===== src/rtl/stack_guard_pkg.sv =====
// Shared constants and types for the CPU hardware-stack guard.
// Error-bit positions are shared with software that decodes err_status.
package stack_guard_pkg;

  localparam int STACK_DW    = 32;
  localparam int STACK_DEPTH = 128;

  localparam int ERR_OVF  = 0;
  localparam int ERR_UNF  = 1;
  localparam int ERR_BOTH = 2;

  typedef enum logic {
    ST_IDLE  = 1'b0,
    ST_FLUSH = 1'b1
  } state_e;

endpackage


===== src/rtl/stack_guard.sv =====
// Push/pop filter in front of the CPU hardware stack: tracks depth, blocks
// overflow/underflow/simultaneous commands and flags each blocked command.
module stack_guard
  import stack_guard_pkg::*;
#(
  parameter int DW    = STACK_DW,
  parameter int DEPTH = STACK_DEPTH,
  parameter int CW    = 8
) (
  input  logic          clk,
  input  logic          reset,
  input  logic          cpu_push,
  input  logic          cpu_pop,
  input  logic [DW-1:0] cpu_d,
  output logic [DW-1:0] cpu_q,
  output logic          cpu_q_valid,
  input  logic          flush,
  output logic          stk_push,
  output logic          stk_pop,
  output logic [DW-1:0] stk_d,
  input  logic [DW-1:0] stk_q,
  output logic          stk_reset,
  output logic [CW-1:0] depth,
  output logic          full,
  output logic          empty,
  output logic          intr,
  output logic [2:0]    err_status,
  input  logic          err_clear
);

  state_e        state_q, state_d;
  logic [CW-1:0] depth_q, depth_d;
  logic [2:0]    err_q, err_d;
  logic          intr_q, intr_d;
  logic          qv_q, qv_d;
  logic          qsel_q, qsel_d;
  logic          rst_hold_q;
  logic [2:0]    new_err;

  assign full  = (depth_q == CW'(DEPTH));
  assign empty = (depth_q == '0);

  // NOTE: every signal assigned here gets a default first, so no latch is inferred.
  always_comb begin
    state_d  = state_q;
    depth_d  = depth_q;
    qv_d     = 1'b0;
    qsel_d   = 1'b0;
    stk_push = 1'b0;
    stk_pop  = 1'b0;
    new_err  = '0;

    if (state_q == ST_FLUSH) begin
      state_d = ST_IDLE;
    end else if (!rst_hold_q) begin
      if (flush) begin
        state_d = ST_FLUSH;
        depth_d = '0;
      end else if (cpu_push && cpu_pop) begin
        new_err[ERR_BOTH] = 1'b1;
      end else if (cpu_push) begin
        if (full) begin
          new_err[ERR_OVF] = 1'b1;
        end else begin
          stk_push = 1'b1;
          depth_d  = depth_q + CW'(1);
        end
      end else if (cpu_pop) begin
        // Underflow still returns a (zero) word with the same latency as a real pop.
        qv_d = 1'b1;
        if (empty) begin
          new_err[ERR_UNF] = 1'b1;
        end else begin
          stk_pop = 1'b1;
          qsel_d  = 1'b1;
          depth_d = depth_q - CW'(1);
        end
      end
    end

    err_d  = (err_clear ? 3'b000 : err_q) | new_err;
    intr_d = |new_err;
  end

  // Pointer reset covers reset assertion, the cycle after release and FLUSH.
  assign stk_reset   = rst_hold_q || (state_q == ST_FLUSH);
  assign stk_d       = stk_push ? cpu_d : '0;
  assign cpu_q       = qsel_q ? stk_q : '0;
  assign cpu_q_valid = qv_q;
  assign depth       = depth_q;
  assign intr        = intr_q;
  assign err_status  = err_q;

  // NOTE: sequential state uses non-blocking assignments only.
  always_ff @(posedge clk or negedge reset) begin
    if (!reset) begin
      state_q    <= ST_IDLE;
      depth_q    <= '0;
      err_q      <= '0;
      intr_q     <= 1'b0;
      qv_q       <= 1'b0;
      qsel_q     <= 1'b0;
      rst_hold_q <= 1'b1;
    end else begin
      state_q    <= state_d;
      depth_q    <= depth_d;
      err_q      <= err_d;
      intr_q     <= intr_d;
      qv_q       <= qv_d;
      qsel_q     <= qsel_d;
      rst_hold_q <= 1'b0;
    end
  end

endmodule

===== config.mk =====
export PLATFORM = sky130hd
export DESIGN_NAME = stack_guard
export DESIGN_NICKNAME = d
export VERILOG_FILES = /design/src/rtl/stack_guard_pkg.sv /design/src/rtl/stack_guard.sv
export SDC_FILE = /design/constraint.sdc
export NUM_CORES = 1
export LEC_CHECK = 0
export BUFFER_PORTS_ARGS = -buffer_cell sky130_fd_sc_hd__buf_2
export CAP_MARGIN = 10
export CORE_MARGIN = 4
export CORE_UTILIZATION = 36
export CTS_CLUSTER_DIAMETER = 30
export DETAILED_ROUTE_END_ITERATION = 16
export GPL_TIMING_DRIVEN = 0
export MAX_ROUTING_LAYER = met4
export PLACE_DENSITY = 0.86
export RECOVER_POWER = 50
export SLEW_MARGIN = 10
export SYNTH_ARGS = -nofsm -noshare
export SYNTH_HDL_FRONTEND = slang
export SYNTH_SLANG_ARGS = --single-unit

===== constraint.sdc =====
create_clock -name clk -period 2.3 [get_ports clk]
set_input_delay 0.46 -clock clk [delete_from_list [all_inputs] [get_ports clk]]
set_output_delay 0.46 -clock clk [all_outputs]
set_load 0.02 [all_outputs]

# Word-level counts from Yosys, hierarchy flattened

Index checks and enable logic that the tools add are counted.

Bitwise operators: 3
Multiplexer cells: 41
Reductions and logical operators: 6
Equal/unequal tests: 4
$add $sub $neg: 2

Operator list:

| kind                                                               | count |
|---|---|
| 32-bit 2-to-1 mux                                                  | 2 |
| 8-bit 2-to-1 mux                                                   | 6 |
| 1-bit 2-to-1 mux                                                   | 28 |
| 3-bit 2-to-1 mux                                                   | 4 |
| 8-bit by 1-bit adder with 8-bit output, second input constant      | 1 |
| 8-bit equality test, second input constant                         | 1 |
| 8-bit zero test                                                    | 1 |
| 8-bit by 1-bit subtractor with 8-bit output, second input constant | 1 |
| 3-bit inequality test, second input constant                       | 2 |
| 6-bit AND reduction                                                | 1 |
| 3-bit bitwise OR                                                   | 1 |
| 3-bit nonzero test                                                 | 1 |
| 3-bit OR reduction                                                 | 1 |
| 2-bit 2-to-1 mux                                                   | 1 |
| 2-bit inequality test, second input constant                       | 1 |
| 1-bit inverter                                                     | 2 |
| 1-bit logical AND                                                  | 1 |
| 1-bit logical OR                                                   | 1 |

Output and inout port bits: 82
Word-level logic and storage cells: 63
Bits in registers: 16

# Longest topological paths before layout

Word-level depth: 9
Gate-level depth with buffers: 8
Mapped depth without buffers: 8

# Worst setup path after synthesis

OpenSTA, ideal clock, no wires.

Path type: in2out
From: input port flush
To: output port stk_d[22]
Path buffers: 2
Path slack: 0.139 ns
Data arrival time: 1.701 ns
Stages: 5
Cell sequence: clkbuf_1 -> or4_4 -> nor2_4 -> buf_6 -> and2_1

Longest elaborated chain between the ends: 4

Ends and longest elaborated chain:

| element            | RTL line          | RTL |
|---|---|---|
| from (decl)        | stack_guard.sv:17 | `input logic flush,` |
| 1-bit 2-to-1 mux   | stack_guard.sv:56 | `if (flush) begin` |
| 1-bit 2-to-1 mux   | stack_guard.sv:55 | `end else if (!rst_hold_q) begin` |
| 1-bit 2-to-1 mux   | stack_guard.sv:53 | `if (state_q == ST_FLUSH) begin` |
| named net stk_push | stack_guard.sv:18 | `output logic stk_push,` |
| 32-bit 2-to-1 mux  | stack_guard.sv:87 | `assign stk_d = stk_push ? cpu_d : '0;` |
| to (decl)          | stack_guard.sv:20 | `output logic [DW-1:0] stk_d,` |

The timed path passes the listed nets, and every way through them passes these cells.

# Worst setup path in the final report

From: input port cpu_push
To: output port stk_d[19]

Longest elaborated chain between the ends: 6

Ends and longest elaborated chain:

| element                                                      | RTL line                             | RTL |
|---|---|---|
| from (decl)                                                  | stack_guard.sv:12                    | `input logic cpu_push,` |
| 1-bit 2-to-1 mux / 1-bit logical AND (equally long branches) | stack_guard.sv:61, stack_guard.sv:59 |  |
| 1-bit 2-to-1 mux (*)                                         | stack_guard.sv:59                    | `end else if (cpu_push && cpu_pop) begin` |
| 1-bit 2-to-1 mux (*)                                         | stack_guard.sv:56                    |  |
| 1-bit 2-to-1 mux (*)                                         | stack_guard.sv:55                    |  |
| 1-bit 2-to-1 mux (*)                                         | stack_guard.sv:53                    |  |
| 32-bit 2-to-1 mux (*)                                        | stack_guard.sv:87                    |  |

Every way passes the cells marked *; elsewhere a longest branch is shown, timed or not.

==> impl_metrics.json <==
{
  "status": "finished, violations left",
  "violations": "negative setup slack",
  "ant_nets": 0,
  "rr_startpoint": "depth[2]",
  "fin_crit_sh_pct": 105,
  "ir_drop_uv": 545,
  "antenna_found_initial": 0,
  "path_max_fanout": 10,
  "period_minus_slack_ns": 2.41,
  "wirelength_mm": 6.27,
  "hold_violations": 0,
  "hp-class": "input port to async pin",
  "area.growth.synth_to_final_pct": 73.6,
  "route.detailed.vias_per_inst": 4.95,
  "clock_sinks": 16,
  "grt_pass1_wl_mm": 8.80,
  "synth.yosys.seq_area_share_pct": 27.1,
  "drc_errors": 0,
  "slowest_stage": "or4_4",
  "cts_tree": "built",
  "synth_area_leaders": "and2_1, dfrtp_1, ha_1",
  "htree_num_levels": 1,
  "synth.distinct_cells": 41,
  "final_common_cell": "buf_2",
  "cp-start-kind": "input port",
  "post_drt_wl_per_cell_um": 15.9,
  "crit_path_max_incr_delay_ns": 0.57,
  "syn_inst": 187,
  "core-area_sq_um": 4000,
  "syn-num-nets": 264,
  "cts.path.max_buffers": 2,
  "synth_adder_area_share_pct": 6.42,
  "worstSetupPathType": "input port to primary output",
  "final_cells": 394,
  "diodes": 0,
  "die_h_um": 72.2,
  "synth-compound-area-share_pct": 14.5,
  "hpwl_mm": 4.61,
  "finalMaxSlewViolations": 0,
  "maxSlewHeadroom_pct": 43.7,
  "drive_above_1_share_pct": 48.3,
  "num_vias": 1950,
  "fin_tns_setup_ns": -2.06,
  "synth_top_family_by_area": "simple AND/OR/NAND/NOR gates",
  "synth_xor_area_share_pct": 1.77,
  "routabilityCongestion": 0.871,
  "yosys_warnings": 0,
  "startpoint": "cpu_push",
  "clk_pin_slew_worst_paths_ns": 0.06,
  "grt-ovfl-total": 0,
  "finalNetCount": 422,
  "critPathCaptureType": "primary output",
  "path_cells": "buf_4, inv_2, or4_4, nor2_4, buf_6, and2_1, buf_6",
  "synth_top_area_cell": "and2_1",
  "drtPass1Iterations": 4,
  "synth_top_area_share_pct": 27.4,
  "syn_avg_cell_area_sq_um": 7.92,
  "die_area_sq_um": 5210,
  "synthMuxAreaShare_pct": 0,
  "power.leakage_nw": 1.43,
  "drtIter0Drc": 71,
  "rows": 23,
  "fin_skew_ns": 0.00170,
  "ys_ff_latch": 16,
  "dp_slack_ns": -0.139,
  "setup_viol": 31,
  "synth_simple_gate_area_share_pct": 42.5,
  "start_util_pct": 37.0,
  "tightest_slew_ns": 0.844,
  "numCtsBuffers": 3,
  "cap_violations": 0,
  "first_global_vias": 1799,
  "arrival_ns": 1.95,
  "hold_buffers": 0,
  "utilization_pct": 64.3,
  "cts-root-buf": "clkbuf_8",
  "final_cell_mix": "buf_2, and2_1, buf_6, clkbuf_1, dfrtp_1",
  "rsz0062_at_grt": "yes",
  "power.density_nw_per_um2": 639,
  "synth_edf_count": 0,
  "clk_latency_ns": 0.25,
  "ios": 152,
  "grt.total_usage_pct": 22.2,
  "synth_top_flop_cell": "dfrtp_1",
  "port_buffers": 150,
  "async_flop_share_pct": 100,
  "dp.cells": 387,
  "cp_common_cell": "buf_6",
  "die_width_um": 72.2,
  "crit_required_ns": 1.84,
  "setup_ws_ns": -0.107,
  "syn-cell-area_sq_um": 1480,
  "max_freq_ghz": 0.415,
  "grt_max_degree": 17
}
-- stage by stage --
step	hold slack [ns]	total power [mW]	instance area, sq um
6_report	0.286	1.64	2570
5_1_grt	0.382	1.76	2570
4_1_cts	0.118	1.62	2530
3_5_place_dp	0.388	1.32	2290
3_3_place_gp	0.388	1.30	2290
2_1_floorplan	0.164	1.04	1480
-- Yosys cell counts (2+ instances only) --
cell and instances:
and2_1 65, dfrtp_1 15, nand2_1 12, inv_1 10, o21ai_0 8, nand3_1 7, a21oi_1 6, clkbuf_1 6
ha_1 6, a21o_1 4, nor2_1 4, nor3_1 4, a22oi_1 3, buf_6 3, nor2b_1 3, nor4_1 3
o21a_1 2, o22ai_1 2, xnor2_1 2
-- where the power goes --
part	leakage (nW)	total (mW)	switching (mW)	internal (mW)
registers	0.210	0.444	0.0973	0.347
clock network	0.0288	0.251	0.0986	0.152
logic	1.19	0.948	0.547	0.401
-- area by class of cell --
| class | count | area (sq um) |
|---|---|---|
| plain buffers | 10 | 65.1 |
| clock buffers | 4 | 55.1 |
| fillers | 342 | 1430 |
| inverters | 11 | 41.3 |
| multi-input cells | 149 | 1020 |
| flip-flops and latches | 16 | 402 |
| well taps | 50 | 62.6 |
| repair buffers | 154 | 931 |
-- worst max-delay path: cells and delay by family --
family	cells	cell delay, ns
buf+inv	4	0.55
simple gates	3	0.92
-- path summary, 6_finish.rpt --
| path | to | slack (ns) | cells past startpoint |
|---|---|---|---|
| setup / recovery | stk_d[19] | -0.11 | 7 |
| hold / removal | depth[1] | 0.29 | 1 |
| setup reg to reg | depth[6] | 0.26 | 7 |
| hold reg to reg | err_status[0] | 0.53 | 2 |
| max in group asynchronous | err_status[1] | 1.50 | 1 |
| min in group clk | err_status[1] | 0.42 | 2 |
-- kinds of logic after synthesis --
family	count (synthesis)
other	1
xor gates and xnor gates	3
AOI/OAI and AO/OA	32
buffers and inverters	22
and+or+nand+nor	106
adders and majority gates	7
DFF	16
-- sequential cells by signal, summed over array words and instances, names as in the netlist --
register / count
depth: 8
err_status: 3
state_q: 1
cpu_q_valid: 1
qsel_q: 1
intr: 1
rst_hold_q: 1
-- per-layer routing --
metal  GRT usage [%]  up-vias  part of all wire, %
met4            5.64        0                  2.2
li1                -      940                    -
met5               -        -                    0
met3            6.51       14                   11
met2            42.9      110                   57
met1            21.3      886                   29
-- timing repair --
| action | 4_1_cts | 5_1_grt |
|---|---|---|
| endpoints found under the setup margin | 33 | 33 |
| cloned | 1 | 0 |
| buffers inserted | 1 | 2 |
| resized for setup | 57 | 17 |
| pin swaps | 6 | 2 |
(Power assumes the default switching activity.)
